`src/rtl/fir_out_conditioner_if.sv`:
```
// Sample bus between the FIR output conditioner and its neighbours.
//
// Handshake: the input side (in_valid/in_data) is a free-running strobe with
// no back-pressure, so a sample is taken on every rising clk edge where
// in_valid=1. The output side follows valid/ready. out_valid/out_data are
// driven by the producer and do not depend on out_ready. Once out_valid=1,
// out_data stays stable until the transfer happens. A transfer happens on
// every rising clk edge where out_valid=1 and out_ready=1.
interface fir_out_conditioner_if #(
  parameter int IN_W  = 40,
  parameter int OUT_W = 16
);
  logic             in_valid;
  logic [IN_W-1:0]  in_data;
  logic             out_ready;
  logic             out_valid;
  logic [OUT_W-1:0] out_data;

  // Environment side: drives FIR samples and sink ready.
  modport master (
    output in_valid, in_data, out_ready,
    input  out_valid, out_data
  );

  // Conditioner side.
  modport slave (
    input  in_valid, in_data, out_ready,
    output out_valid, out_data
  );
endinterface

```
`src/rtl/fir_out_conditioner.sv`:
```
// FIR output conditioner. It rounds and rescales the full-precision FIR
// accumulator output, saturates it to OUT_W bits and decimates by DECIM. The
// results go into a first-word-fall-through FIFO that drives a valid/ready
// sink. Samples that arrive while the FIFO is full are dropped and counted.
// Optional feature macro: FIR_OUT_PEAK_EN adds peak_clr/peak_abs. These track
// the peak magnitude of the written samples.
module fir_out_conditioner #(
  parameter int IN_W       = 40,
  parameter int OUT_W      = 16,
  parameter int FRAC_SHIFT = 15,
  parameter int DECIM      = 1,
  parameter int DEPTH      = 8
) (
  input  logic                 clk,
  input  logic                 rst,
  fir_out_conditioner_if.slave bus,
  output logic                 fifo_full,
  output logic                 sat_flag,
  output logic [15:0]          drop_cnt
`ifdef FIR_OUT_PEAK_EN
  ,
  input  logic                 peak_clr,
  output logic [OUT_W-1:0]     peak_abs
`endif
);

  localparam int AW = $clog2(DEPTH);
  localparam int PW = (DECIM > 1) ? $clog2(DECIM) : 1;

  localparam logic [AW:0]             DEPTH_C = (AW+1)'(DEPTH);
  localparam logic [PW-1:0]           PH_LAST = PW'(DECIM - 1);
  localparam logic signed [IN_W:0]    RND     = (IN_W+1)'(1) << (FRAC_SHIFT - 1);
  localparam logic signed [IN_W:0]    SAT_HI  = (IN_W+1)'((longint'(1) << (OUT_W - 1)) - 1);
  localparam logic signed [IN_W:0]    SAT_LO  = ~SAT_HI;
  localparam logic [OUT_W-1:0]        OUT_MAX = {1'b0, {(OUT_W-1){1'b1}}};
  localparam logic [OUT_W-1:0]        OUT_MIN = {1'b1, {(OUT_W-1){1'b0}}};

  // ---------------- stage 1: round half toward +inf, rescale ----------------
  logic signed [IN_W:0] w_sum;
  logic signed [IN_W:0] w_shifted;
  logic                 r_s1_valid;
  logic signed [IN_W:0] r_s1_data;

  // The add uses one guard bit, so adding the rounding constant cannot wrap.
  assign w_sum     = $signed({bus.in_data[IN_W-1], bus.in_data}) + RND;
  assign w_shifted = w_sum >>> FRAC_SHIFT;

  // Register the rounded and rescaled sample.
  always_ff @(posedge clk or negedge rst) begin
    if (!rst) begin
      r_s1_valid <= 1'b0;
      r_s1_data  <= '0;
    end else begin
      r_s1_valid <= bus.in_valid;
      if (bus.in_valid) r_s1_data <= w_shifted;
    end
  end

  // ---------------- stage 2: saturate and decimate ----------------
  logic             w_hi;
  logic             w_lo;
  logic [OUT_W-1:0] w_sat_val;
  logic             w_keep;
  logic [PW-1:0]    r_phase;
  logic             r_s2_valid;
  logic [OUT_W-1:0] r_s2_data;
  logic             r_sat;

  assign w_hi   = (r_s1_data > SAT_HI);
  assign w_lo   = (r_s1_data < SAT_LO);
  assign w_keep = (r_phase == '0);

  // Clamp the rescaled sample to the signed OUT_W range.
  always_comb begin
    w_sat_val = r_s1_data[OUT_W-1:0];
    if (w_hi)      w_sat_val = OUT_MAX;
    else if (w_lo) w_sat_val = OUT_MIN;
  end

  // Register the saturated sample, step the decimation phase and hold the sticky saturation flag.
  always_ff @(posedge clk or negedge rst) begin
    if (!rst) begin
      r_phase    <= '0;
      r_s2_valid <= 1'b0;
      r_s2_data  <= '0;
      r_sat      <= 1'b0;
    end else begin
      r_s2_valid <= r_s1_valid && w_keep;
      if (r_s1_valid) begin
        r_s2_data <= w_sat_val;
        r_phase   <= (r_phase == PH_LAST) ? '0 : r_phase + 1'b1;
        // Saturation is flagged even when decimation discards the sample.
        if (w_hi || w_lo) r_sat <= 1'b1;
      end
    end
  end

  // ---------------- FIFO ----------------
  logic [OUT_W-1:0] r_mem [DEPTH];
  logic [AW-1:0]    r_wr_ptr;
  logic [AW-1:0]    r_rd_ptr;
  logic [AW:0]      r_count;
  logic [15:0]      r_drop_cnt;
  logic             w_pop;
  logic             w_full;
  logic             w_wr;
  logic             w_drop;

  assign w_pop  = (r_count != '0) && bus.out_ready;
  assign w_full = (r_count == DEPTH_C);
  // A full FIFO still accepts a sample when a pop frees a slot on the same edge.
  assign w_wr   = r_s2_valid && (!w_full || w_pop);
  assign w_drop = r_s2_valid && !w_wr;

  // Storage array. It has no reset because out_data is masked while the FIFO is empty.
  always_ff @(posedge clk) begin
    if (w_wr) r_mem[r_wr_ptr] <= r_s2_data;
  end

  // Update the pointers, the occupancy and the saturating drop counter.
  always_ff @(posedge clk or negedge rst) begin
    if (!rst) begin
      r_wr_ptr   <= '0;
      r_rd_ptr   <= '0;
      r_count    <= '0;
      r_drop_cnt <= '0;
    end else begin
      if (w_wr)  r_wr_ptr <= r_wr_ptr + 1'b1;
      if (w_pop) r_rd_ptr <= r_rd_ptr + 1'b1;
      case ({w_wr, w_pop})
        2'b10:   r_count <= r_count + 1'b1;
        2'b01:   r_count <= r_count - 1'b1;
        default: r_count <= r_count;
      endcase
      if (w_drop && (r_drop_cnt != 16'hFFFF)) r_drop_cnt <= r_drop_cnt + 1'b1;
    end
  end

  assign bus.out_valid = (r_count != '0);
  assign bus.out_data  = bus.out_valid ? r_mem[r_rd_ptr] : '0;
  assign fifo_full     = w_full;
  assign sat_flag      = r_sat;
  assign drop_cnt      = r_drop_cnt;

`ifdef FIR_OUT_PEAK_EN
  // ---------------- peak magnitude tracker ----------------
  logic [OUT_W-1:0] w_abs;
  logic             r_pk_v;
  logic [OUT_W-1:0] r_pk_mag;
  logic [OUT_W-1:0] r_peak;

  // Take the magnitude of the sample being written. The most negative code folds to the largest positive code.
  always_comb begin
    w_abs = r_s2_data;
    if (r_s2_data[OUT_W-1]) w_abs = (r_s2_data == OUT_MIN) ? OUT_MAX : (~r_s2_data + 1'b1);
  end

  // Capture the written magnitude, then fold it into the peak one cycle later. A clear overrides the update.
  always_ff @(posedge clk or negedge rst) begin
    if (!rst) begin
      r_pk_v   <= 1'b0;
      r_pk_mag <= '0;
      r_peak   <= '0;
    end else begin
      r_pk_v   <= w_wr;
      r_pk_mag <= w_abs;
      if (peak_clr)                          r_peak <= '0;
      else if (r_pk_v && (r_pk_mag > r_peak)) r_peak <= r_pk_mag;
    end
  end

  assign peak_abs = r_peak;
`endif

endmodule

```
`src/flat_wrapper.sv`:
```
// flat-port wrapper written by rule: the top's interface ports become plain ports
module fir_out_conditioner_flat 
#(
  parameter int IN_W       = 40,
  parameter int OUT_W      = 16,
  parameter int FRAC_SHIFT = 15,
  parameter int DECIM      = 1,
  parameter int DEPTH      = 8
)
  (clk, rst, fifo_full, sat_flag, drop_cnt, bus_in_valid, bus_in_data, bus_out_ready, bus_out_valid, bus_out_data);
  fir_out_conditioner_if #(.IN_W(IN_W), .OUT_W(OUT_W)) bus_i ();
  input  logic clk;
  input  logic rst;
  output logic fifo_full;
  output logic sat_flag;
  output logic [15:0] drop_cnt;
  input wire logic [$bits(bus_i.in_valid)-1:0] bus_in_valid;
  input wire logic [$bits(bus_i.in_data)-1:0] bus_in_data;
  input wire logic [$bits(bus_i.out_ready)-1:0] bus_out_ready;
  output wire logic [$bits(bus_i.out_valid)-1:0] bus_out_valid;
  output wire logic [$bits(bus_i.out_data)-1:0] bus_out_data;
  assign bus_i.in_valid = bus_in_valid;
  assign bus_i.in_data = bus_in_data;
  assign bus_i.out_ready = bus_out_ready;
  assign bus_out_valid = bus_i.out_valid;
  assign bus_out_data = bus_i.out_data;
  fir_out_conditioner #(.IN_W(IN_W), .OUT_W(OUT_W), .FRAC_SHIFT(FRAC_SHIFT), .DECIM(DECIM), .DEPTH(DEPTH)) u_core (.clk(clk), .rst(rst), .bus(bus_i), .fifo_full(fifo_full), .sat_flag(sat_flag), .drop_cnt(drop_cnt));
endmodule
```
`config.mk`:
```
export PLATFORM = sky130hd
export DESIGN_NAME = fir_out_conditioner_flat
export DESIGN_NICKNAME = d
export VERILOG_FILES = /design/src/rtl/fir_out_conditioner_if.sv /design/src/rtl/fir_out_conditioner.sv /design/src/flat_wrapper.sv
export SDC_FILE = /design/constraint.sdc
export NUM_CORES = 1
export LEC_CHECK = 0
export CAP_MARGIN = 20
export CORE_ASPECT_RATIO = 1.75
export CORE_MARGIN = 4
export CORE_UTILIZATION = 45
export DETAILED_ROUTE_END_ITERATION = 10
export PLACE_DENSITY = 0.68
export SKIP_LAST_GASP = 1
export SYNTH_ARGS = -nofsm -noshare
export SYNTH_HDL_FRONTEND = slang
export SYNTH_SLANG_ARGS = --single-unit
```
`constraint.sdc`:
```
create_clock -name clk -period 2.59 [get_ports clk]
set_input_delay 0.259 -clock clk [delete_from_list [all_inputs] [get_ports clk]]
set_output_delay 0.259 -clock clk [all_outputs]
set_load 0.02 [all_outputs]
```
Word level (Yosys, flattened, before mapping)
Memory sizes are Yosys's and may differ from the RTL's.
Cells that the tools add are included.
{"block": "classes", "bitwise": 1, "mux": 7, "n_reduce_logical": 12, "eq_ne": 4, "order_cmp": 2, "addsub": 7}
{"op": "two-way mux 16 bit", "count": 3}
{"op": "adder 40 x 16 -> 41 bit, second input constant", "count": 1}
{"op": "greater-than comparator 26 x 16 -> 1 bit, second input constant", "count": 1}
{"op": "less-than comparator 26 x 16 -> 1 bit, second input constant", "count": 1}
{"op": "adder 16 x 1 -> 16 bit, second input constant", "count": 1}
{"op": "inequality test 16 bit, second input constant", "count": 1}
{"op": "one-hot mux 4 bit (2 select lines)", "count": 1}
{"op": "adder 3 x 1 -> 3 bit, second input constant", "count": 2}
{"op": "logical AND 1 bit", "count": 5}
{"op": "adder 4 x 1 -> 4 bit, second input constant", "count": 1}
{"op": "equality test 4 bit, second input constant", "count": 1}
{"op": "nonzero test 4 bit", "count": 1}
{"op": "subtractor 4 x 1 -> 4 bit, second input constant", "count": 1}
{"op": "two-way mux 1 bit", "count": 3}
{"op": "equality test 2 x 1 -> 1 bit, second input constant", "count": 1}
{"op": "equality test 2 bit, second input constant", "count": 1}
{"op": "logical NOT 1 bit", "count": 2}
{"op": "logical OR 1 bit", "count": 2}
{"op": "AND reduction 2 bit", "count": 1}
{"op": "nonzero test 2 bit", "count": 1}
{"op": "adder 1 bit, second input constant", "count": 1}
{"op": "NOT 1 bit", "count": 1}
{"block": "totals", "n_memories": 1, "out_inout_bits": 35, "ff_bits": 72, "mem_bits_rw": 128}
{"name": "u_core.r_mem", "depth": 8, "word_bits": 16, "rd": 1, "rd_ports_with_merged_regs": 0, "write_ports": 1, "line_no": "fir_out_conditioner.sv:99", "source": "logic [OUT_W-1:0] r_mem [DEPTH];"}

Longest topological paths before layout
Gate-level depths: netlist (run 1).
{"block": "depth", "depth_word": 7, "ltp_mapped": 10, "ltp_nobuf": 10}

Least setup slack after synthesis (run 1)
Ideal clock, no wire load.
{"block": "synth_timing", "path_type": "register to register", "start": "reg u_core.r_count[3]", "end": "mem u_core.r_mem[0][0] (enable)", "slack_ns": 0.104, "setup_ns": 0.409, "period_less_slack_ns": 2.486, "arrival_ns": 2.077, "path_buffers": 0, "stages_incl_launch_ff": 5, "path_cell_list": "dfrtp_1 > or4b_4 > o21a_1 > nand2b_1 > nor3_1"}
{"block": "synth_between", "elab_chain_cells": 6}
{"item": "from (decl)", "line_no": "fir_out_conditioner.sv:102", "source": "logic [AW:0] r_count;"}
{"item": "from (signal assigned)", "line_no": "fir_out_conditioner.sv:131", "source": "2'b10: r_count <= r_count + 1'b1;"}
{"item": "from (signal assigned)", "line_no": "fir_out_conditioner.sv:132", "source": "2'b01: r_count <= r_count - 1'b1;"}
{"item": "from (signal assigned)", "line_no": "fir_out_conditioner.sv:133", "source": "default: r_count <= r_count;"}
{"item": "equality test 4 bit or nonzero test 4 bit (tied branches)", "line_no": "fir_out_conditioner.sv:110, fir_out_conditioner.sv:109"}
{"item": "logical NOT 1 bit or logical AND 1 bit (tied branches)", "line_no": "fir_out_conditioner.sv:112, fir_out_conditioner.sv:109"}
{"item": "logical OR 1 bit (*)", "line_no": "fir_out_conditioner.sv:112", "source": "assign w_wr = r_s2_valid && (!w_full || w_pop);"}
{"item": "logical AND 1 bit (*)", "line_no": "fir_out_conditioner.sv:112"}
{"item": "two-way mux 1 bit (*)", "line_no": "fir_out_conditioner.sv:117", "source": "if (w_wr) r_mem[r_wr_ptr] <= r_s2_data;"}
{"item": "two-way mux 1 bit (implied by the code) (*)", "line_no": "fir_out_conditioner.sv:117"}
{"item": "to (decl)", "line_no": "fir_out_conditioner.sv:99"}
Mark *: on every way between the ends. The rest lies on a longest branch, timed or not.

Final worst setup path (run 1)
{"block": "layout_timing", "start": "reg u_core.r_count[0]", "end": "out fifo_full"}
{"block": "layout_between", "elab_chain_cells": 1}
{"item": "equality test 4 bit", "line_no": "fir_out_conditioner.sv:110", "source": "assign w_full = (r_count == DEPTH_C);"}
{"item": "to (decl)", "line_no": "flat_wrapper.sv:14", "source": "output logic fifo_full;"}
Every way passes these cells.

==> results.yml, run 1 <==
clocking:
  cts_tree: "done"
  clock_latency_ns: 0.42
  post_cts_buffers: 0
  clk_pin_slew_worst_paths_ns: 0.07
  ctsHtreeMaxLevel: 4
  root_buffer: "clkbuf_16"
  clock-sinks: 199
  cts_made_buffers: 17
  clockBufferDepth: 2
cells_and_area:
  nets: 695
  multiInputGateArea_um2: 2620
  antenna_cells: 0
  seq_area_um2: 5620
  nFillCells: 1481
  syn_to_final_growth_pct: 19.1
  drive_gt1_frac: 0.151
place:
  gp_congestion: 0.778
  io_buffers: 64
  dpl.hpwl_mm: 11.0
  pre_cts_slack_ns: 0.246
yosys:
  synth_cell_types: 43
  synth.top_cell.area_share: 0.460
  synth_warnings: 0
  synth_area_per_cell_um2: 14.8
  synth_top_area_cell: "edfxtp_1"
  yosysMostFrequentCell: "edfxtp_1"
  async_flop_share: 0.357
  synth.area.top_cells: "edfxtp_1, dfrtp_1, mux4_2, nor2_1, xnor2_1"
  synth_enable_flop_cells: 128
  postSynthCellCount: 565
  synth_fp_nets: 616
  synth_area_um2: 8350
  yosysSeqAreaShare: 0.673
  yosys-top-cells-count: "edfxtp_1, dfrtp_1, nor2_1"
  ys_seq_elements: 199
  ys.flop_type: "edfxtp_1"
timing:
  rsz0062_at_grt: "no"
  finalSetupViolCount: 0
  skew_ns: 0.00763
  final.min_clock_period_ns: 2.46
  fmax_ghz: 0.407
  relSlewSlack: 0.630
  slew_viol_final: 0
  hold_viol: 0
  worstMarginPinSlew_ns: 0.555
  setup_tns_ns: 0
  worst_slack_ns: 0.134
  fin_crit_sh: 0.948
worst_setup_path:
  cp.required_ns: 2.33
  path_class: "register to output pin"
  cp_max_fo: 5
  setup.worst_path.start_class: "register"
  crit_arrival_ns: 2.20
  critPathCaptureType: "output pin"
global_routing:
  grt_max_degree: 72
  grtUsageTotal: 0.163
  grt.overflow.total: 0
  grt_pass1_wl_mm: 26.7
  grt_pass1_vias: 5056
  antenna_found_initial: 0
drt:
  drt-pass1-iter-count: 4
  vias: 4739
  drt-wirelength-per-cell_um: 18.1
  via_per_inst: 5.32
  drtAntennaViolNets: 0
  route.detailed.drc: 0
  routed_wl_mm: 16.1
  drtIter0Drc: 218
floorplanning:
  die_w_um: 111
  ioPinCount: 79
  start_util: 0.461
  die_h_um: 188
  rows: 65
  die-area_um2: 20900
  core-area_um2: 18100
worst_hold_path:
  hold_class: "input pin to register"
flow_run:
  drv_cap: 0
power_and_ir_drop:
  p_leak_nw: 3.53
  ir_worst_vdd_uv: 479
  power.density_nw_per_um2: 975
outcome:
  outcome: "finished clean"
[placed cells by master (no fill, tap or decap), types with 3 or more instances in the layout]
cell type        instances
buf_12                   4
ha_1                     6
nand2b_1                 3
edfxtp_1               128
and4_1                   6
and3_1                   4
inv_6                    3
nor2_1                  68
clkinvlp_4               4
nand3_1                 20
inv_1                    8
dfrtp_1                 70
xnor2_1                 29
clkbuf_16               17
xor2_1                  17
dlygate4sd2_1           16
clkdlybuf4s50_1         46
a21oi_1                 41
and2_1                   4
nor3_1                   9
nand4_1                  9
mux2_2                   5
clkbuf_1                 3
nand2_1                 39
mux4_2                  33
mux2i_1                 17
buf_4                   14
[per-stage QoR]
step	util	hold WS (ns)	instance area [µm²]	cells	power [W]
floorplan	-	-0.0366	8350	565	0.00616
global placement	0.517	0.299	9380	858	0.00734
detailed placement	0.517	0.308	9380	858	0.00747
CTS	0.549	0.225	9950	891	0.00987
global route	0.549	0.263	9950	891	0.0102
finish	0.549	0.256	9950	891	0.00970
[report_power, final]
part	total [W]	switching, W	internal [W]
combinational	0.00290	0.00154	0.00136
sequential	0.00421	0.000296	0.00392
clock	0.00259	0.00114	0.00144
total	0.00970	0.00298	0.00672
[critical path: stages (launching register included)]
cell and delay, ns:
dfrtp_1 0.47, or4b_4 0.60, inv_1 0.10, clkdlybuf4s50_1 0.60
[sequential cells by signal, indices dropped and copies added (netlist names)]
name and flops:
u_core.r_wr_ptr 3, u_core.r_mem 128, u_core.r_s1_valid 1, u_core.r_count 4
u_core.r_s2_data 16, u_core.r_rd_ptr 3, u_core.r_s2_valid 1, u_core.r_s1_data 26
u_core.drop_cnt 16, u_core.sat_flag 1
[repair_timing]
action                                  CTS  global route
resized for setup                        16             0
endpoints found under the setup margin   16             0
endpoints found under the hold margin    71             0
hold buffers                              1             0
[final timing paths]
check | cells past startpoint | start | endpoint | slack [ns]
min | 1 | bus_in_valid | u_core.r_s1_valid$_DFF_PN0_ | 0.26
min in group asynchronous | 3 | rst | u_core.drop_cnt[0]$_DFFE_PN0P_ | 0.38
min reg2reg | 1 | u_core.drop_cnt[5]$_DFFE_PN0P_ | u_core.drop_cnt[5]$_DFFE_PN0P_ | 0.50
max in group asynchronous | 3 | rst | u_core.r_s2_data[12]$_DFFE_PN0P_ | 1.90
max reg2reg | 10 | u_core.r_count[0]$_DFFE_PN0P_ | u_core.r_count[3]$_DFFE_PN0P_ | 0.26
max | 3 | u_core.r_count[0]$_DFFE_PN0P_ | fifo_full | 0.13
[cell families after synthesis]
group	count (synthesis)	share of synthesized area
simple gates	176	0.101
xor+xnor	46	0.0482
buf+inv	32	0.0150
mux	55	0.116
flops	199	0.673
fa+ha+maj	7	0.0114
compound gates	50	0.0355
[area by class of cell]
cell class,instances,area share
Timing Repair Buffer,83,0.0810
Inverter,9,0.00339
Clock buffer,20,0.0439
Clock inverter,12,0.0145
Multi-Input combinational cell,334,0.263
Sequential cell,199,0.565
Tap cell,234,0.0294
[per-layer routing]
metal | vias up | GRT usage | part of all wire
met1 | 2399 | 0.182 | 0.38
met5 | - | 0 | 0
met2 | 71 | 0.313 | 0.58
li1 | 2258 | - | -
met4 | 0 | 0.0555 | 0.013
met3 | 11 | 0.0260 | 0.021
Note: power is estimated with default switching activity, not from simulation.
==> inputs of run 2 (changes only) <==
--- a/config.mk
+++ b/config.mk
@@ -10,7 +10,7 @@
 export CORE_MARGIN = 4
 export CORE_UTILIZATION = 45
 export DETAILED_ROUTE_END_ITERATION = 10
-export PLACE_DENSITY = 0.68
+export DONT_BUFFER_PORTS = 1
 export SKIP_LAST_GASP = 1
 export SYNTH_ARGS = -nofsm -noshare
 export SYNTH_HDL_FRONTEND = slang
==> run 2 against run 1 <==
Against the previous run: design area shrank 6.1%; clock power is 8% lower; highest routed layer unchanged; count of clock-buffer cells in the layout shrank 1; register-to-register slack got worse by 0.10 ns; via count shrank 4.3%; power down 6.2%; first-iteration DRC count is 12% higher; routed wire length decreased by 2.7%; core utilization is 3.4 points lower; sequential power up 2%; sequential share of layout area up 3.7 points.
==> results.yml, run 2 (synthesis gave the netlist of run 1 again) <==
outcome:
  outcome: "finished clean"
drt:
  routed_wl_mm: 15.7
  drt-pass1-iter-count: 5
  route.detailed.drc: 0
  via_per_inst: 5.46
  drt-wirelength-per-cell_um: 18.9
  drtAntennaViolNets: 0
  vias: 4534
  drtIter0Drc: 244
worst_hold_path:
  hold_class: "input pin to register"
  min_path_cells: 2
  min-delay-start: "bus_in_data[37]"
  hold_end: "u_core.r_s1_data[22]$_DFFE_PN0P_"
place:
  io_buffers: 0
  dp.cells: 792
  gp_congestion: 0.785
  dpl.hpwl_mm: 10.5
cells_and_area:
  nFillCells: 1506
  final_cells: 831
  final_common_cell: "edfxtp_1"
  nets: 635
  final_cell_mix: "edfxtp_1, dfrtp_1, nor2_1"
  syn_to_final_growth_pct: 11.8
  antenna_cells: 0
  drive_gt1_frac: 0.164
  top_regs: "u_core.r_mem x128, u_core.r_s1_data x26"
  regMostFlops: "u_core.r_mem"
  largest_reg_flops: 128
clocking:
  root_buffer: "clkbuf_16"
  post_cts_buffers: 0
  clock_latency_ns: 0.43
  clk_pin_slew_worst_paths_ns: 0.07
  clock-sinks: 199
  clockBufferDepth: 2
  cts_tree: "done"
  ctsHtreeMaxLevel: 4
  cts_made_buffers: 17
global_routing:
  antenna_found_initial: 0
  grt.overflow.total: 0
  grtUsageTotal: 0.157
  grt_pass1_vias: 4784
  grt_pass1_wl_mm: 25.6
  grt_max_degree: 72
timing:
  relSlewSlack: 0.665
  slew_viol_final: 0
  fmax_ghz: 0.411
  fin_crit_sh: 0.940
  rsz0062_at_grt: "no"
  hold_viol: 0
  skew_ns: 0.0120
  final.min_clock_period_ns: 2.43
  worstMarginPinSlew_ns: 0.503
  setup_tns_ns: 0
  finalSetupViolCount: 0
worst_setup_path:
  critical_path.top_delay_family: "simple AND/OR/NAND/NOR gates"
  path_depth: 10
  crit_arrival_ns: 2.79
  crit_path_frequent_cell: "inv_1"
  cpPeakStageDelay_ns: 0.46
  setup.worst_path.start_class: "register"
  reg2reg_depth: 10
  r2r_end: "u_core.r_count[3]$_DFFE_PN0P_"
  crit_slowest_cell: "dfrtp_1"
  cp_cell_sequence: "nor4_4, inv_2, nand2_1, or2_2, inv_1, ha_1, a21o_2, a21oi_1, mux4_2, inv_1"
  cp.required_ns: 2.95
  reg2reg_slack_ns: 0.16
  cp_max_fo: 5
  critPathCaptureType: "register"
  path_class: "register to register"
  critPathBufInv: 3
  r2r_start: "u_core.r_count[0]$_DFFE_PN0P_"
power_and_ir_drop:
  ir_worst_vdd_uv: 507
  intPower_w: 0.00619
  clock_power_share: 0.262
  p_seq_frac: 0.471
  p_sw_frac: 0.321
  p_leak_nw: 3.27
  share_comb_of_total_power: 0.267
  p_switching_w: 0.00292
  power.density_nw_per_um2: 975
  p_total_w: 0.00911
floorplanning:
  die-area_um2: 20900
  die_h_um: 188
  ioPinCount: 79
  core-area_um2: 18100
  die_w_um: 111
  start_util: 0.461
  rows: 65
flow_run:
  drv_cap: 0
[run 2: cell types whose count changed in the layout (fill, tap and decap cells not counted), sizes merged]
| cell | change |
|---|---|
| clkinvlp | -1 |
| dlygate4sd2 | -16 |
| dlygate4sd3 | +4 |
| clkinv | +5 |
| inv | -1 |
| clkdlybuf4s50 | -46 |
| bufinv | -2 |
| buf | -2 |
| clkbuf | -1 |
[run 2: layout make-up]
type,count,area (µm²),area share
Inverter,9,33.8,0.00362
Timing Repair Buffer,23,230,0.0246
Multi-Input combinational cell,334,2630,0.282
Clock inverter,13,100,0.0107
Clock buffer,19,433,0.0463
Sequential cell,199,5620,0.602
Tap cell,234,293,0.0313
[run 2: through the flow]
stage | hold WS (ns) | utilization | instance area [µm²] | setup slack [ns]
CTS | 0.00651 | 0.515 | 9330 | 0.106
finish | 0.0232 | 0.515 | 9340 | 0.157
global placement | -0.0339 | 0.480 | 8710 | 0.315
global route | 0.0113 | 0.515 | 9340 | 0.0334
floorplan | -0.0366 | - | 8350 | 0.104
detailed placement | -0.0343 | 0.480 | 8710 | 0.181
[run 2: how the worst max path moves through the flow]
stage	to	startpoint	slack (ns)
global route	u_core.r_count[3]$_DFFE_PN0P_	u_core.r_count[0]$_DFFE_PN0P_	0.03
CTS	bus_out_data[15]	u_core.r_rd_ptr[0]$_DFFE_PN0P_	0.11
detailed placement	u_core.r_count[3]$_DFFE_PN0P_	u_core.r_count[0]$_DFFE_PN0P_	0.18
finish	u_core.r_count[3]$_DFFE_PN0P_	u_core.r_count[0]$_DFFE_PN0P_	0.16
global placement	u_core.r_count[3]$_DFFE_PN0P_	u_core.r_count[0]$_DFFE_PN0P_	0.32
floorplan	u_core.r_mem[0][0]$_DFFE_PP_	u_core.r_count[3]$_DFFE_PN0P_	0.10
[run 2: power by group through the flow]
stage	combinational [W]	sequential (W)	clock (W)
final	0.00243	0.00429	0.00239
after global placement	0.00241	0.00431	0
after detailed placement	0.00247	0.00436	0
after global routing	0.00266	0.00435	0.00258
after CTS	0.00252	0.00430	0.00244
after floorplan	0.00196	0.00420	0
[run 2: what timing repair did]
item,in CTS,in global routing
endpoints found under the hold margin,99,1
hold buffers,6,1
gates resized for setup,0,0
[run 2: metal layers]
layer / vias up / routed length [µm] / GRT usage
met5: - / 0 / 0
met4: 0 / 201 / 0.0498
met2: 96 / 8740 / 0.285
met1: 2291 / 6050 / 0.181
li1: 2130 / - / -
met3: 17 / 709 / 0.0379
==> inputs of run 3 (changes only) <==
--- a/config.mk
+++ b/config.mk
@@ -9,6 +9,7 @@
 export CORE_ASPECT_RATIO = 1.75
 export CORE_MARGIN = 4
 export CORE_UTILIZATION = 45
+export CTS_BUF_LIST = sky130_fd_sc_hd__clkbuf_8
 export DETAILED_ROUTE_END_ITERATION = 10
 export DONT_BUFFER_PORTS = 1
 export SKIP_LAST_GASP = 1
==> run 3 against run 2 <==
Against the previous run: global-route usage increased by 0.083 points; critical path type unchanged; highest routed layer unchanged; critical path depth unchanged; clock power decreased by 28%; fmax is 0.21% lower; design area decreased by 0.52%; combinational power is essentially flat; via count grew 1.6%; non-clock buffer count up 14; setup slack worse by 0.0050 ns; register-to-register slack about the same; largest power group unchanged; routed wire length increased by 0.94%; core utilization shrank 0.27 points; critical endpoint unchanged.
==> results.yml, run 3 (synthesis gave the netlist of run 1 again) <==
outcome:
  outcome: "finished clean"
drt:
  drt-wirelength-per-cell_um: 18.8
  drt-pass1-iter-count: 4
  drtAntennaViolNets: 0
  drtIter0Drc: 238
  routed_wl_mm: 15.8
  vias: 4608
  route.detailed.drc: 0
  via_per_inst: 5.45
  wl_met3_um: 605
  met2WireLength_mm: 8.89
  m1WireLength_mm: 6.11
  routed.top_layer: "met4"
global_routing:
  grt_pass1_wl_mm: 25.8
  antenna_found_initial: 0
  grt.overflow.total: 0
  grt_max_degree: 72
  grt_pass1_vias: 4896
  grtUsageTotal: 0.157
place:
  gp_congestion: 0.785
  io_buffers: 0
  dpl.hpwl_mm: 10.5
  pre_cts_slack_ns: 0.181
cells_and_area:
  regMostFlops: "u_core.r_mem"
  largest_reg_flops: 128
  final_common_cell: "edfxtp_1"
  nets: 649
  drive_gt1_frac: 0.160
  multiInputGateArea_um2: 2630
  seq_area_um2: 5620
  final_cell_mix: "edfxtp_1, dfrtp_1, nor2_1"
  syn_to_final_growth_pct: 11.2
  antenna_cells: 0
  top_regs: "u_core.r_mem x128, u_core.r_s1_data x26"
  nFillCells: 1522
clocking:
  clk_pin_slew_worst_paths_ns: 0.09
  clock_latency_ns: 0.45
  root_buffer: "clkbuf_8"
  clockBufferDepth: 2
  ctsHtreeMaxLevel: 4
  cts_tree: "done"
  cts_made_buffers: 17
  clock-sinks: 199
worst_setup_path:
  path_class: "register to register"
  r2r_end: "u_core.r_count[3]$_DFFE_PN0P_"
  cp_max_fo: 5
  r2r_start: "u_core.r_count[0]$_DFFE_PN0P_"
  reg2reg_depth: 10
  crit_arrival_ns: 2.82
  setup.worst_path.start_class: "register"
  cp.required_ns: 2.97
  reg2reg_slack_ns: 0.15
  critPathCaptureType: "register"
timing:
  relSlewSlack: 0.669
  fin_crit_sh: 0.941
  slew_viol_final: 0
  worst_slack_ns: 0.152
  rsz0062_at_grt: "no"
  worstMarginPinSlew_ns: 0.497
  fmax_ghz: 0.410
  finalSetupViolCount: 0
  setup_tns_ns: 0
  skew_ns: 0.0150
  hold_viol: 0
  final.min_clock_period_ns: 2.44
floorplanning:
  core-area_um2: 18100
  rows: 65
  die_w_um: 111
  start_util: 0.461
  die-area_um2: 20900
  ioPinCount: 79
  die_h_um: 188
power_and_ir_drop:
  p_leak_nw: 3.25
  power.density_nw_per_um2: 910
  ir_worst_vdd_uv: 393
worst_hold_path:
  min_path_cells: 2
  hold_end: "u_core.r_s1_data[16]$_DFFE_PN0P_"
  hold_class: "input pin to register"
  min-delay-start: "bus_in_data[31]"
flow_run:
  drv_cap: 0
## run 3: how the worst max path moves through the flow
| stage | start | endpoint | slack, ns | cells after the start |
|---|---|---|---|---|
| after floorplan | u_core.r_count[3]$_DFFE_PN0P_ | u_core.r_mem[0][0]$_DFFE_PP_ | 0.10 | 4 |
| after global placement | u_core.r_count[0]$_DFFE_PN0P_ | u_core.r_count[3]$_DFFE_PN0P_ | 0.32 | 10 |
| after detailed placement | u_core.r_count[0]$_DFFE_PN0P_ | u_core.r_count[3]$_DFFE_PN0P_ | 0.18 | 10 |
| after CTS | u_core.r_rd_ptr[0]$_DFFE_PN0P_ | bus_out_data[15] | 0.06 | 4 |
| after global routing | u_core.r_count[0]$_DFFE_PN0P_ | u_core.r_count[3]$_DFFE_PN0P_ | 0.03 | 10 |
| final | u_core.r_count[0]$_DFFE_PN0P_ | u_core.r_count[3]$_DFFE_PN0P_ | 0.15 | 10 |
## run 3: layout make-up
cell class | instances | share of cell area
Clock buffer | 17 | 0.0252
Clock inverter | 15 | 0.0116
Inverter | 9 | 0.00364
Multi-Input combinational cell | 334 | 0.283
Sequential cell | 199 | 0.605
Tap cell | 234 | 0.0315
Timing Repair Buffer | 37 | 0.0399
## run 3: timing repair
| item | 4_1_cts | 5_1_grt |
|---|---|---|
| resized for setup | 0 | 1 |
| endpoints found under the setup margin | 0 | 2 |
| hold buffers | 21 | 0 |
| endpoints found under the hold margin | 99 | 0 |
| buffers inserted | 0 | 0 |
## run 3: power by group
part / switching [W] / internal [W]
sequential: 0.000370 / 0.00392
combinational: 0.00141 / 0.00104
clock: 0.00105 / 0.000671
total: 0.00283 / 0.00563
## run 3: per-stage QoR
| step | std cells | instance area [µm²] | util | hold WS (ns) | power (W) |
|---|---|---|---|---|---|
| 2_1_floorplan | 565 | 8350 | - | -0.0366 | 0.00616 |
| 3_3_place_gp | 792 | 8710 | 0.480 | -0.0339 | 0.00672 |
| 3_5_place_dp | 792 | 8710 | 0.480 | -0.0343 | 0.00683 |
| 4_1_cts | 845 | 9290 | 0.512 | 0.00343 | 0.00862 |
| 5_1_grt | 845 | 9290 | 0.512 | 0.0127 | 0.00895 |
| 6_report | 845 | 9290 | 0.512 | 0.0290 | 0.00846 |
## run 3: metal layers
| metal | global-route usage | up-vias |
|---|---|---|
| li1 | - | 2156 |
| met1 | 0.179 | 2339 |
| met2 | 0.290 | 98 |
| met3 | 0.0357 | 15 |
| met4 | 0.0526 | 0 |
| met5 | 0 | - |
## run 3: critical path, cell delays in order, from the launching register on
cell	delay, ns
dfrtp_1	0.47
nor4_4	0.33
inv_2	0.12
nand2_1	0.17
or2_2	0.17
inv_1	0.06
ha_1	0.27
a21o_2	0.21
a21oi_1	0.18
mux4_2	0.33
inv_1	0.07
==> variant, RTL diff (settings of run 2) <==
`DEPTH` is set to 8 in 2 places; all go to 32.
--- a/src/rtl/fir_out_conditioner.sv
+++ b/src/rtl/fir_out_conditioner.sv
@@ -11,3 +11,3 @@
   parameter int DECIM      = 1,
-  parameter int DEPTH      = 8
+  parameter int DEPTH      = 32
 ) (
--- a/src/flat_wrapper.sv
+++ b/src/flat_wrapper.sv
@@ -7,3 +7,3 @@
   parameter int DECIM      = 1,
-  parameter int DEPTH      = 8
+  parameter int DEPTH      = 32
 )
Check against the original RTL: same outputs for any inputs over 4 cycles, from zero or initial values and one cycle with rst low; that may be too few to reach the edited logic, so the function may still have changed.
==> variant against run 2 <==
  * The run now ends with setup timing left
  * Sequential cell count rose by 390
  * Routed wire length rose to 3.3 times the old value
  * Setup slack got worse by 0.40 ns
  * Total power grew to 3.3 times the old value
  * Design area increased to 3.1 times the old value
  * Fmax is 14% lower
  * Area after synthesis increased to 2.8 times the old value
  * Core utilization grew 3.8 points
  * Via count increased to 2.7 times the old value
==> variant: results (changes against run 2) <==
* Status: complete, but fails checks
* Failing checks: setup timing
* Max Freq at 353 MHz (-14%)
* Reg-to-reg slack, setup at -0.07 ns (-0.23 ns)
* WHS Endpoint: u_core.r_s1_data[5]
* DR WL/cell at 23.7 um (+25%)
* DP HPWL at 31500 um (+200%)
* Multi-input logic cell count at 626 (+87%)
* Async SR Flop Fraction at 0.131 (-0.226)
* Gpl congestion at 0.796 (+1.3%)
* Leak at 9.65 nW (+190%)
* DRT iter0 DRCs at 1063 (+340%)
* Setup WS post-layout at -0.244 ns (-0.400 ns)
* # hold bufs at CTS at 51 (+45)
* EDFF count, synth at 512 (+300%)
* H-Tree Depth at 2 (-2)
* Global routing usage on met1 at 0.242 (+0.0606)
* Commonest cells post-synth: edfxtp_1, mux4_2, dfrtp_1
* Met3 usage at 0.0223 (-0.0156)
* Mux cell area share after synthesis at 0.126 (+0.0103)
* Layout clock area frac at 0.0592 (+0.00212)
* Clock buffer depth at 3 (+1)
* Largest net degree at the start of global routing at 78 (+8.3%)
* Signal inverters at 25 (+16)
* First-pass GRT wire length at 79400 um (+210%)
* Final setup fails at 17 (+17)
* Dpl ws at -0.138 ns (-0.320 ns)
* GRT Resource Usage Total at 0.186 (+0.0291)
* Peak supply drop at 0.000592 V (+17%)
* Wirelength, routed at 51800 um (+230%)
* Critical path's largest stage delay at 0.50 ns (+0.04 ns)
* Slowest stage cell, crit path: dfrtp_4
* Layout Nets at 1529 (+140%)
* Data buffer area share at 0.0797 (+0.0550)
* Hold WS at 0.0532 ns (+0.0300 ns)
* Routed met1 length at 21000 um (+250%)
* Family with the most delay on the worst path: flip-flops
* Xor/xnor share of the synthesized area at 0.0183 (-0.0300)
* Number of non-clock buffers at 179 (+680%)
* Ratio of cells with drive above 1 in the final layout at 0.304 (+0.139)
* Register area at 0.0173 mm2 (+210%)
* Final design utilization at 0.553 (+0.0383)
* Vias in the first global route at 12867 (+170%)
* R2R Path End: u_core.r_count[5]
* FFs & Latches at 589 (+200%)
* Worst skew pair latency at 0.58 ns (+0.15 ns)
* Placed insts at 2011 (+150%)
* Fin Setup TNS at -3.01 ns (-3.01 ns)
* Placed Area at 0.0253 mm2 (+190%)
-- variant: changes by cell type after synthesis, sizes merged, moves of 20 or more --
cell | before | now
a22oi | 0 | 32
mux4 | 33 | 96
mux2 | 5 | 40
buf | 5 | 28
clkbuf | 18 | 41
edfxtp | 128 | 512
o21ai | 1 | 21
-- variant: where the power goes --
group          switching (mW)  internal (mW)
sequential              0.400           11.3
combinational            5.55           4.93
clock                    3.27           4.40
-- variant: worst max-delay path by stage --
stage | from | end | slack, ns | depth (start not counted)
floorplan | u_core.r_count[1] | u_core.r_count[5] | -0.26 | 11
global placement | u_core.r_count[1] | u_core.r_count[5] | -0.09 | 10
detailed placement | u_core.r_count[1] | u_core.r_count[5] | -0.14 | 10
CTS | u_core.r_rd_ptr[0] | bus_out_data[0] | -0.26 | 8
global route | u_core.r_rd_ptr[0] | bus_out_data[10] | -0.30 | 7
finish | u_core.r_rd_ptr[0] | bus_out_data[10] | -0.24 | 7
